===== src/rtl/turn_controller.sv =====
// ---------------------------------------------------------------------------
// turn_controller
//   Runs one Connect-Four move at a time into the board datapath. A legal drop
//   produces a place strobe for the side to move, then the column counter
//   increment, then a draw request. The controller then waits for the draw
//   engine, checks the settled board, and either hands the turn over or ends
//   the game on a win or a full board.
//
// Ports
//   clk, reset          clock; synchronous active-high reset
//   col_sel[2:0]        requested column 0..6, sampled only together with drop
//   drop, new_game      single-cycle requests from the key decoder
//   win                 win-checker level, sampled in CHECK
//   board_r/board_b     red/blue occupancy, bit index = row*7 + col
//   boardcounter[5:0]   number of pieces on the board
//   draw_done           draw engine finished the current piece
//   place_r/place_b     one-hot place strobes for red/blue
//   col_inc             one-hot column-counter increment strobe
//   draw_start          single-cycle draw request
//   clear_board         single-cycle board clear
//   player              side to move (0 red, 1 blue)
//   busy, game_over     status levels
//   illegal             single-cycle rejected-drop pulse
//   winner[1:0]         00 none, 01 red, 10 blue, 11 draw
// ---------------------------------------------------------------------------
module turn_controller #(
    parameter int DRAW_TIMEOUT = 255,
    parameter bit FIRST_PLAYER = 1'b0
) (
    input  logic        clk,
    input  logic        reset,
    input  logic [2:0]  col_sel,
    input  logic        drop,
    input  logic        new_game,
    input  logic        win,
    input  logic [41:0] board_r,
    input  logic [41:0] board_b,
    input  logic [5:0]  boardcounter,
    input  logic        draw_done,
    output logic [6:0]  place_r,
    output logic [6:0]  place_b,
    output logic [6:0]  col_inc,
    output logic        draw_start,
    output logic        clear_board,
    output logic        player,
    output logic        busy,
    output logic        illegal,
    output logic        game_over,
    output logic [1:0]  winner
);

    typedef enum logic [2:0] {
        IDLE      = 3'd0,
        PLACE     = 3'd1,
        COUNT     = 3'd2,
        REQ_DRAW  = 3'd3,
        WAIT_DRAW = 3'd4,
        CHECK     = 3'd5,
        DONE      = 3'd6,
        CLEAR     = 3'd7
    } state_t;

    // Last timeout count value; reaching it leaves WAIT_DRAW so that CHECK is
    // entered exactly DRAW_TIMEOUT cycles after WAIT_DRAW was entered.
    localparam logic [7:0] TIMEOUT_LAST = 8'(DRAW_TIMEOUT - 1);

    state_t      state, next_state;
    logic [2:0]  col, col_next;
    logic [7:0]  cnt, cnt_next;
    logic [7:0]  top_occ;
    logic        col_ok;
    logic        board_full;
    logic [6:0]  place_r_next, place_b_next, col_inc_next;
    logic        draw_start_next, clear_board_next, player_next;
    logic        busy_next, illegal_next, game_over_next;
    logic [1:0]  winner_next;

    function automatic logic [6:0] onehot7(input logic [2:0] c);
        onehot7 = 7'd1 << c;
    endfunction

    // Top-row occupancy with a forced '1' in slot 7 so column 7 is rejected
    // through the same lookup as a full column.
    assign top_occ    = {1'b1, board_r[41:35] | board_b[41:35]};
    assign col_ok     = ~top_occ[col_sel];
    assign board_full = (boardcounter == 6'd42);

    // State, latched column, timeout counter and all registered outputs.
    always_ff @(posedge clk) begin
        if (reset) begin
            state       <= IDLE;
            col         <= 3'd0;
            cnt         <= 8'd0;
            place_r     <= 7'd0;
            place_b     <= 7'd0;
            col_inc     <= 7'd0;
            draw_start  <= 1'b0;
            clear_board <= 1'b0;
            player      <= FIRST_PLAYER;
            busy        <= 1'b0;
            illegal     <= 1'b0;
            game_over   <= 1'b0;
            winner      <= 2'b00;
        end else begin
            state       <= next_state;
            col         <= col_next;
            cnt         <= cnt_next;
            place_r     <= place_r_next;
            place_b     <= place_b_next;
            col_inc     <= col_inc_next;
            draw_start  <= draw_start_next;
            clear_board <= clear_board_next;
            player      <= player_next;
            busy        <= busy_next;
            illegal     <= illegal_next;
            game_over   <= game_over_next;
            winner      <= winner_next;
        end
    end

    // Next-state decode; new_game outranks drop in IDLE.
    always_comb begin
        next_state = state;
        case (state)
            IDLE: begin
                if (new_game) begin
                    next_state = CLEAR;
                end else if (drop && col_ok) begin
                    next_state = PLACE;
                end else begin
                    next_state = IDLE;
                end
            end
            PLACE:    next_state = COUNT;
            COUNT:    next_state = REQ_DRAW;
            REQ_DRAW: next_state = WAIT_DRAW;
            WAIT_DRAW: begin
                if (draw_done || (cnt >= TIMEOUT_LAST)) begin
                    next_state = CHECK;
                end else begin
                    next_state = WAIT_DRAW;
                end
            end
            CHECK: begin
                if (win || board_full) begin
                    next_state = DONE;
                end else begin
                    next_state = IDLE;
                end
            end
            DONE: begin
                if (new_game) begin
                    next_state = CLEAR;
                end else begin
                    next_state = DONE;
                end
            end
            CLEAR:    next_state = IDLE;
            default:  next_state = IDLE;
        endcase
    end

    // Next values of registered outputs. Strobes follow the state by one
    // cycle, so place, increment and draw requests never overlap.
    always_comb begin
        col_next         = col;
        cnt_next         = cnt;
        place_r_next     = 7'd0;
        place_b_next     = 7'd0;
        col_inc_next     = 7'd0;
        draw_start_next  = 1'b0;
        clear_board_next = 1'b0;
        illegal_next     = 1'b0;
        player_next      = player;
        winner_next      = winner;
        busy_next        = (next_state != IDLE) && (next_state != DONE);
        game_over_next   = (next_state == DONE);
        case (state)
            IDLE: begin
                if (!new_game && drop && col_ok) begin
                    col_next = col_sel;
                end else begin
                    col_next = col;
                end
                illegal_next = !new_game && drop && !col_ok;
            end
            PLACE: begin
                if (player) begin
                    place_b_next = onehot7(col);
                end else begin
                    place_r_next = onehot7(col);
                end
            end
            COUNT:     col_inc_next = onehot7(col);
            REQ_DRAW: begin
                draw_start_next = 1'b1;
                cnt_next        = 8'd0;
            end
            WAIT_DRAW: cnt_next = cnt + 8'd1;
            CHECK: begin
                if (win) begin
                    winner_next = player ? 2'b10 : 2'b01;
                end else if (board_full) begin
                    winner_next = 2'b11;
                end else begin
                    player_next = ~player;
                end
            end
            DONE:      illegal_next = 1'b0;
            CLEAR: begin
                clear_board_next = 1'b1;
                player_next      = FIRST_PLAYER;
                winner_next      = 2'b00;
            end
            default:   col_next = col;
        endcase
    end

endmodule


===== config.mk =====
export PLATFORM = sky130hd
export DESIGN_NAME = turn_controller
export DESIGN_NICKNAME = d
export VERILOG_FILES = /design/src/rtl/turn_controller.sv
export SDC_FILE = /design/constraint.sdc
export NUM_CORES = 1
export LEC_CHECK = 0
export ABC_AREA = 1
export CORE_MARGIN = 3
export CORE_UTILIZATION = 25
export DETAILED_ROUTE_END_ITERATION = 7
export PLACE_DENSITY = 0.65
export SYNTH_ARGS = -nofsm -noshare
export SYNTH_HDL_FRONTEND = slang
export SYNTH_SLANG_ARGS = --single-unit

===== constraint.sdc =====
create_clock -name clk -period 1.3 [get_ports clk]
set_input_delay 0.26 -clock clk [delete_from_list [all_inputs] [get_ports clk]]
set_output_delay 0.26 -clock clk [all_outputs]
set_load 0.02 [all_outputs]

==> results of run 1 <==
[flip-flops by register name (all words and copies together) (netlist names)]
signal       count
cnt              8
place_r          7
illegal          1
winner           2
player           1
place_b          7
draw_start       1
game_over        1
col              3
col_inc          7
clear_board      1
busy             1
state            3
[routing by layer]
metal,GRT usage [%],vias to the layer above
li1,-,966
met1,10.58,826
met2,18.19,38
met3,2.789,7
met4,4.208,0
met5,0,-
[through the flow]
step | cells | setup slack, ns | util [%]
after floorplan | 250 | 0.09023 | -
after global placement | 423 | -0.3057 | 38.80
after detailed placement | 423 | -0.3282 | 38.80
after CTS | 431 | -0.002048 | 39.73
after global routing | 432 | -0.08595 | 41.00
final | 432 | 0.01146 | 41.00
[report_power, final]
| group | internal (W) | switching (W) |
|---|---|---|
| clock network | 0.000375 | 0.000447 |
| logic | 0.000566 | 0.000787 |
| registers | 0.00145 | 0.000125 |
[how the worst max path moves through the flow]
stage | startpoint | end | slack [ns] | cells after the start
after detailed placement | col_sel[0] | col[0]$_SDFFE_PP0P_ | -0.33 | 10
final | cnt[0]$_SDFFE_PP0P_ | busy$_SDFF_PP0_ | 0.01 | 10
after global placement | col_sel[0] | col[1]$_SDFFE_PP0P_ | -0.31 | 10
after global routing | cnt[0]$_SDFFE_PP0P_ | busy$_SDFF_PP0_ | -0.09 | 10
after floorplan | cnt[0]$_SDFFE_PP0P_ | busy$_SDFF_PP0_ | 0.09 | 10
after CTS | cnt[0]$_SDFFE_PP0P_ | busy$_SDFF_PP0_ | -0.002 | 10
[cell families (layout without fill, tap and decap cells)]
group	after synthesis	count (layout)	share of synthesized area, %
simple gates	148	148	37.07
flops	43	43	46.46
buf+inv	36	122	7.698
compound gates	21	21	7.428
fa+ha+maj	2	2	1.350
[critical path: stages, from the launching register on]
cell	delay [ns]
dfxtp_2	0.37
inv_2	0.07
ha_4	0.16
nor2_4	0.08
nor2_2	0.04
nand2_1	0.06
a21oi_2	0.06
nor3_2	0.11
nand2_1	0.10
nand2_1	0.10
nand2_1	0.05
[synth_stat cells, types with 3 or more instances]
cell / n / share of area [%]
nand3b_1: 4 / 1.6
inv_1: 31 / 6.3
nor2_1: 49 / 9.9
dfxtp_1: 43 / 46
nand4_1: 5 / 1.7
nand2_2: 4 / 1.4
a21oi_1: 7 / 1.9
nor3_1: 6 / 1.6
o21ai_0: 6 / 1.6
nand3_1: 21 / 5.7
nand2_1: 49 / 9.9
nor2_2: 3 / 1.0
[final cells by class]
class	count	share of cell area, %
Sequential cell	43	30.38
Clock inverter	2	0.4371
Tap cell	96	4.196
Timing Repair Buffer	80	25.31
Inverter	34	4.545
Clock buffer	6	2.535
Multi-Input combinational cell	171	32.60
[timing repair]
action / 4_1_cts / 5_1_grt
gates resized for setup: 37 / 22
buffers inserted: 0 / 1
pin swaps: 0 / 5
endpoints found under the setup margin: 37 / 14
==> results.yml, run 1 <==
worst_hold_path:
  hold_end: "winner[0]$_SDFFE_PP0P_"
  holdPathStages: 2
  hold_start: "winner[0]$_SDFFE_PP0P_"
  hold_path.class: "register to register"
detailed_routing:
  m1WireLength_um: 1845
  wl_met3_um: 195
  routed_wirelength_um: 4444
  dr_wl_met2_um: 2333
  dr.pass1.iters: 4
  avgViaCountPerCell: 4.252
  wl_per_cell_um: 10.29
  drc: 0
  vias: 1837
  routed.top_layer: "met4"
  detail-route-antenna-nets: 0
  drtIter0Drc: 41
timing:
  hold_violations: 0
  slew_headroom_pct: 82.43
  drv_slew: 0
  fin_tns_setup_ns: 0
  fmax_ghz: 0.7761
  finClkSkew_ns: 0.006883
  min_period_ns: 1.289
  worst_slew_pin_slew_ns: 0.2633
  whs_ns: 0.4529
  setup_viol: 0
  rsz0062_at_grt: "true"
  fin_crit_sh_pct: 99.12
floorplan:
  initial_core_util_pct: 26.54
  dieArea_um2: 8481
  io_pins: 128
  dieWidth_um: 92.10
  rows: 30
  die_y_um: 92.10
  core_area_um2: 6982
synthesis:
  yosysWarnings: 0
  syn_area_um2: 1853
  synth_cell_types: 29
  seq_area_frac_synth_pct: 46.46
  syn_nets: 351
  synthFlopType: "dfxtp_1"
  syn_inst: 250
  ys_ff_latch: 43
  ys_async_sr_fraction_pct: 0
  synth_area_per_cell_um2: 7.412
  synth_edf_count: 0
pwr:
  power-per-cell-area_nw_per_um2: 1312
  p_leak_nw: 1.338
  ir_drop_uv: 470.6
  total_power_w: 0.003755
clocking:
  clockBufferDepth: 2
  clk_latency_ns: 0.30
  cts_tree: "done"
  clock-root-buffer: "clkbuf_8"
  postCtsHoldBufs: 0
  h-tree-depth: 2
  cts_sinks: 43
  numCtsBuffers: 5
  path_clk_slew_ns: 0.08
status:
  outcome: "completed"
placement:
  dp_hpwl_um: 3495
  gp_congestion: 0.8519
  place_area_um2: 2709
  io_buffers: 57
worst_setup_path:
  required_ns: 1.50
  r2r_setup_slack_ns: 0.01
  reg2reg_depth: 10
  crit_fanout: 4
  startpoint_type: "register"
  crit_type: "register to register"
  worstReg2RegEnd: "busy$_SDFF_PP0_"
  arrival_ns: 1.49
  endpoint_kind: "register"
  reg2reg_from: "cnt[0]$_SDFFE_PP0P_"
final_layout:
  final_area_um2: 2863
  nFillCells: 742
  multi_input_area_um2: 933.4
  regArea_um2: 869.6
  drive_gt1_share_pct: 20.83
  final_nets: 436
  diodes: 0
  areaGrowthSynthToFinish_pct: 54.49
  layout_common_cells: "nand2_1, nor2_1, dfxtp_1, dlygate4sd2_1, inv_1"
  mostFrequentLayoutCell: "nand2_1"
job:
  cap_violations: 0
global_route:
  grt_overflow: 0
  grt_max_degree: 14
  grt_pass1_vias: 1655
  antenna_found_initial: 0
  grt_pass1_wl_um: 6879
  grt_usage_pct: 9.930
(Power assumes the default switching activity.)
==> inputs of run 2 (changes only) <==
--- a/config.mk
+++ b/config.mk
@@ -9,7 +9,7 @@
 export CORE_MARGIN = 3
 export CORE_UTILIZATION = 25
 export DETAILED_ROUTE_END_ITERATION = 7
-export PLACE_DENSITY = 0.65
+export PLACE_DENSITY = 0.62
 export SYNTH_ARGS = -nofsm -noshare
 export SYNTH_HDL_FRONTEND = slang
 export SYNTH_SLANG_ARGS = --single-unit
==> constraint.sdc (replaced) <==
create_clock -name clk -period 1.4 [get_ports clk]
set_input_delay 0.28 -clock clk [delete_from_list [all_inputs] [get_ports clk]]
set_output_delay 0.28 -clock clk [all_outputs]
set_load 0.02 [all_outputs]
==> run 2 against run 1 <==
  * Global-route usage grew 0.52 points
  * Largest power group unchanged
  * Die area is the same
  * Count of clock-buffer cells in the layout is the same
  * Hold slack lost 0.0021 ns
  * Total power shrank 9.0%
  * Highest routed layer unchanged
  * Sequential share of layout area grew 0.38 points
==> results.yml, run 2 (synthesis gave the netlist of run 1 again) <==
detailed_routing:
  routed_wirelength_um: 4198
  vias: 1786
  avgViaCountPerCell: 4.134
  detail-route-antenna-nets: 0
  dr.pass1.iters: 4
  drtIter0Drc: 50
  drc: 0
  wl_per_cell_um: 9.718
pwr:
  swShare_pct: 35.13
  p_comb_share_pct: 35.7
  power-per-cell-area_nw_per_um2: 1216
  p_seq_share_pct: 42.3
  ir_drop_uv: 455.9
  p_leak_nw: 1.335
  p_int_w: 0.002218
  pwr-share-clk_pct: 21.9
  p_sw_w: 0.001201
final_layout:
  largest_reg_flops: 8
  top_register: "cnt"
  regArea_um2: 864.6
  layout_common_cells: "nand2_1, nor2_1, dfxtp_1, dlygate4sd2_1, inv_1"
  multi_input_area_um2: 887.1
  mostFrequentLayoutCell: "nand2_1"
  final_nets: 436
  nFillCells: 744
  areaGrowthSynthToFinish_pct: 51.72
  diodes: 0
  drive_gt1_share_pct: 17.86
timing:
  finClkSkew_ns: 0.005094
  fin_crit_sh_pct: 95.56
  worst_slew_pin_slew_ns: 0.2655
  fin_tns_setup_ns: 0
  rsz0062_at_grt: "true"
  whs_ns: 0.4508
  drv_slew: 0
  setup_viol: 0
  hold_violations: 0
  slew_headroom_pct: 82.28
  min_period_ns: 1.338
  fmax_ghz: 0.7475
status:
  outcome: "completed"
placement:
  dp_hpwl_um: 3421
  gp_congestion: 0.7681
  io_buffers: 57
worst_setup_path:
  worstReg2RegEnd: "cnt[7]$_SDFFE_PP0P_"
  reg2reg_depth: 7
  reg2reg_from: "cnt[0]$_SDFFE_PP0P_"
  crit_fanout: 4
  endpoint_kind: "register"
  arrival_ns: 1.52
  required_ns: 1.58
  crit_type: "register to register"
  startpoint_type: "register"
  r2r_setup_slack_ns: 0.06
floorplan:
  core_area_um2: 6982
  initial_core_util_pct: 26.54
  rows: 30
  io_pins: 128
  dieArea_um2: 8481
  dieWidth_um: 92.10
  die_y_um: 92.10
clocking:
  cts_tree: "done"
  path_clk_slew_ns: 0.08
  numCtsBuffers: 5
  postCtsHoldBufs: 0
  clock-root-buffer: "clkbuf_8"
  h-tree-depth: 2
  clk_latency_ns: 0.29
  cts_sinks: 43
  clockBufferDepth: 2
worst_hold_path:
  hold_start: "cnt[0]$_SDFFE_PP0P_"
  holdPathStages: 1
  hold_end: "cnt[0]$_SDFFE_PP0P_"
  hold_path.class: "register to register"
global_route:
  grt_pass1_wl_um: 7169
  grt_pass1_vias: 1704
  grt_overflow: 0
  antenna_found_initial: 0
  grt_max_degree: 14
  grt_usage_pct: 10.45
job:
  cap_violations: 0
run 2: how the worst max path moves through the flow:
stage	start	to	cells past startpoint
after global placement	col_sel[0]	col[2]$_SDFFE_PP0P_	10
after floorplan	cnt[0]$_SDFFE_PP0P_	busy$_SDFF_PP0_	10
final	cnt[0]$_SDFFE_PP0P_	cnt[7]$_SDFFE_PP0P_	7
after CTS	col_sel[0]	busy$_SDFF_PP0_	10
after global routing	cnt[0]$_SDFFE_PP0P_	busy$_SDFF_PP0_	10
after detailed placement	col_sel[0]	col[1]$_SDFFE_PP0P_	10
run 2: power by group through the flow:
stage                     registers, W  logic [W]  clock network (W)
final                          0.00145    0.00122           0.000750
after global routing           0.00147    0.00137           0.000824
after CTS                      0.00143    0.00119           0.000778
after detailed placement       0.00146    0.00122                  0
after global placement         0.00146    0.00121                  0
after floorplan                0.00154   0.000667                  0
run 2: routing by layer:
layer	up-vias	GRT usage [%]	share of wire (%)	wire [um]
li1	968	-	-	-
met1	781	11.25	42	1747
met2	31	18.98	52	2177
met3	6	3.199	4.7	198
met4	0	4.084	1.8	75
met5	-	0	0	0
run 2: layout make-up:
cell class | instances | area share [%]
clock inverters | 2 | 0.4450
repair buffers | 80 | 25.77
flip-flops and latches | 43 | 30.75
clock buffers | 6 | 2.581
well taps | 96 | 4.272
inverters | 34 | 4.628
multi-input cells | 171 | 31.55
run 2: critical path, cell delays in order, from the launching register on:
cell	delay (ns)
dfxtp_2	0.36
inv_2	0.06
buf_4	0.13
nor3_1	0.25
nand2_1	0.10
inv_1	0.10
nand3_1	0.08
nor3b_2	0.16
run 2: repair_timing:
action	in CTS	in global routing
resized for setup	30	15
setup buffers	0	3
pin swaps	0	11
setup endpoints to repair	30	10
run 2: stage by stage:
step	worst slack (ns)	total power, W	util [%]	cell area (um2)	std cells
after floorplan	0.1902	0.002204	-	1853	250
after global placement	-0.2919	0.002675	38.58	2694	421
after detailed placement	-0.3131	0.002688	38.58	2694	421
after CTS	0.01752	0.003400	39.32	2745	429
after global routing	-0.08002	0.003658	40.27	2811	432
final	0.06212	0.003418	40.27	2811	432
==> RTL change, RTL diff (flow settings as in run 2) <==
Change the parameter `DRAW_TIMEOUT` from 255 to 128.
--- a/src/rtl/turn_controller.sv
+++ b/src/rtl/turn_controller.sv
@@ -25,5 +25,5 @@
 // ---------------------------------------------------------------------------
 module turn_controller #(
-    parameter int DRAW_TIMEOUT = 255,
+    parameter int DRAW_TIMEOUT = 128,
     parameter bit FIRST_PLAYER = 1'b0
 ) (
Formal check against the unedited RTL: same outputs for any inputs over 10 cycles, from zero or initial values and one cycle with reset high; that may be too few to reach the edited logic, so the function may still have changed.
==> RTL change against run 2 <==
  * Worst setup slack better by 0.030 ns
  * Total power down 9.2%
  * Design area shrank 5.5%
  * Area after synthesis decreased by 5.6%
  * Count of clock-buffer cells in the layout did not move
  * Routed wire length decreased by 4.6%
  * Combinational power shrank 23%
  * Critical endpoint is now col[0]
  * Sequential cell count stayed put
  * Worst hold slack gained 0.037 ns
==> RTL change: results (changes against run 2) <==
met2 Use GR=17.6% (-1.4 points); Cells after Synth=242 (-3.2%); NonClk Buf Share=26.6% (+0.80 points); vias in the first global route=1,542 (-9.5%); RD Place Congestion=0.807 (+5.0%); area occupied by multi-input gates=773 um2 (-13%); Final clock-cell share=3.20% (+0.18 points); # H-tree levels=2 (unchanged); Logic inverters=28 (-18%); slowest library cell on the worst path=clkdlybuf4s50_1; dpl hpwl=3170 um (-7.3%); Tapcells=93 (-3.1%); CP max stage delay=0.40 ns (+0.04 ns); wire per inst=9.60 um (-1.2%); Post-synth top cells=nor2_1, nand2_1, dfxtp_1, inv_1, nand3_1; asr flop ratio synth=0% (unchanged); maximum vdd drop=534 uV (+17%); final net count=423 (-3.0%); comb_multi_in=168 (-1.8%); most flop-heavy register=cnt; initial antenna violation count=0 (unchanged); P_leak=1.29 nW (-3.1%); GR Layer Usage met1=12.1% (+0.84 points); Area after DPL=0.00254 mm2 (-5.7%); placed insts=406 (-3.6%); fillcell total=690 (-7.3%); Synth cell types=20 (-31%); fraction of layout cells with a size suffix above 1=13.0% (-4.9 points); DRT Wirelength=4010 um (-4.6%); met3 Resource Use GR=2.83% (-0.37 points); yosys warns=0 (unchanged); synth top area cells=dfxtp_1, nor2_1, nand2_1; FF+latch area=871 um2 (+0.72%); detailed-router iteration count before antenna repair=4 (unchanged); Net Count, Synth=342 (-2.6%); worst-path fanout max=5 (+1); global-route wire length before repair=6510 um (-9.2%); hold path cells=2 (+1); max cap viols=0 (unchanged); clock skew=0.00200 ns (-0.00310 ns); Worst-path clk slew=0.08 ns (about the same); Non-clock buffers=77 (-3.8%); synthesis-stage register bit count=43 (unchanged); Slew @ Worst Pin=0.326 ns (+0.0610 ns); cells on worst reg2reg path=7 (unchanged); initial DRC count=53 (+6.0%); overall routing resource usage=10.2% (-0.24 points); Vias=1,719 (-3.8%); Seq/Total Area, Yosys=49.2% (+2.8 points); clock buffer depth=2 (unchanged); outcome=finished clean
RTL change: routing by layer:
layer  vias to the layer above  wire length [um]  share of wire (%)
met3                         6               234                5.8
met4                         0                44                1.1
met1                       750              1740                 43
met2                        35              1990                 50
li1                        928                 -                  -
met5                         -                 0                  0
RTL change: power by group:
part | total, W | switching (W) | internal, W | leakage (nW)
clock network | 0.000748 | 0.000400 | 0.000348 | 0.0412
registers | 0.00142 | 0.0000871 | 0.00133 | 0.350
logic | 0.000940 | 0.000505 | 0.000435 | 0.903
total | 0.00310 | 0.000992 | 0.00211 | 1.29
RTL change: cell families after synthesis:
group                      Yosys count  synth area share, %
adders and majority gates            1                0.715
AOI/OAI and AO/OA                   24                 8.30
DFF                                 43                 49.2
and+or+nand+nor                    143                 34.5
buffers and inverters               31                 7.30
RTL change: worst paths after layout:
check	from	to	slack, ns
worst min register to register	cnt[1]	cnt[1]	0.49
worst min-delay path	cnt[1]	cnt[1]	0.49
worst max register to register	state[0]	col[0]	0.09
worst max-delay path	board_b[37]	col[0]	0.09
RTL change: metrics by stage:
step	setup slack [ns]	setup TNS (ns)	hold slack (ns)	util [%]	total power [W]
2_1_floorplan	0.200	0	0.415	-	0.00195
3_3_place_gp	-0.336	-2.23	0.460	38.7	0.00234
3_5_place_dp	-0.318	-2.29	0.476	38.7	0.00235
4_1_cts	0.0566	0	0.488	39.4	0.00307
5_1_grt	-0.0220	-0.0226	0.515	40.4	0.00332
6_report	0.0917	0	0.488	40.4	0.00310
RTL change: repair_timing:
action | CTS | global route
setup endpoints to repair | 30 | 11
pin swaps | 0 | 11
setup buffers | 0 | 3
hold buffers | 0 | 0
resized for setup | 30 | 19
RTL change: worst max-delay path, delay by kind of cell:
| kind | cells | cell delay [ns] |
|---|---|---|
| simple gates | 9 | 0.84 |
| buf+inv | 1 | 0.40 |
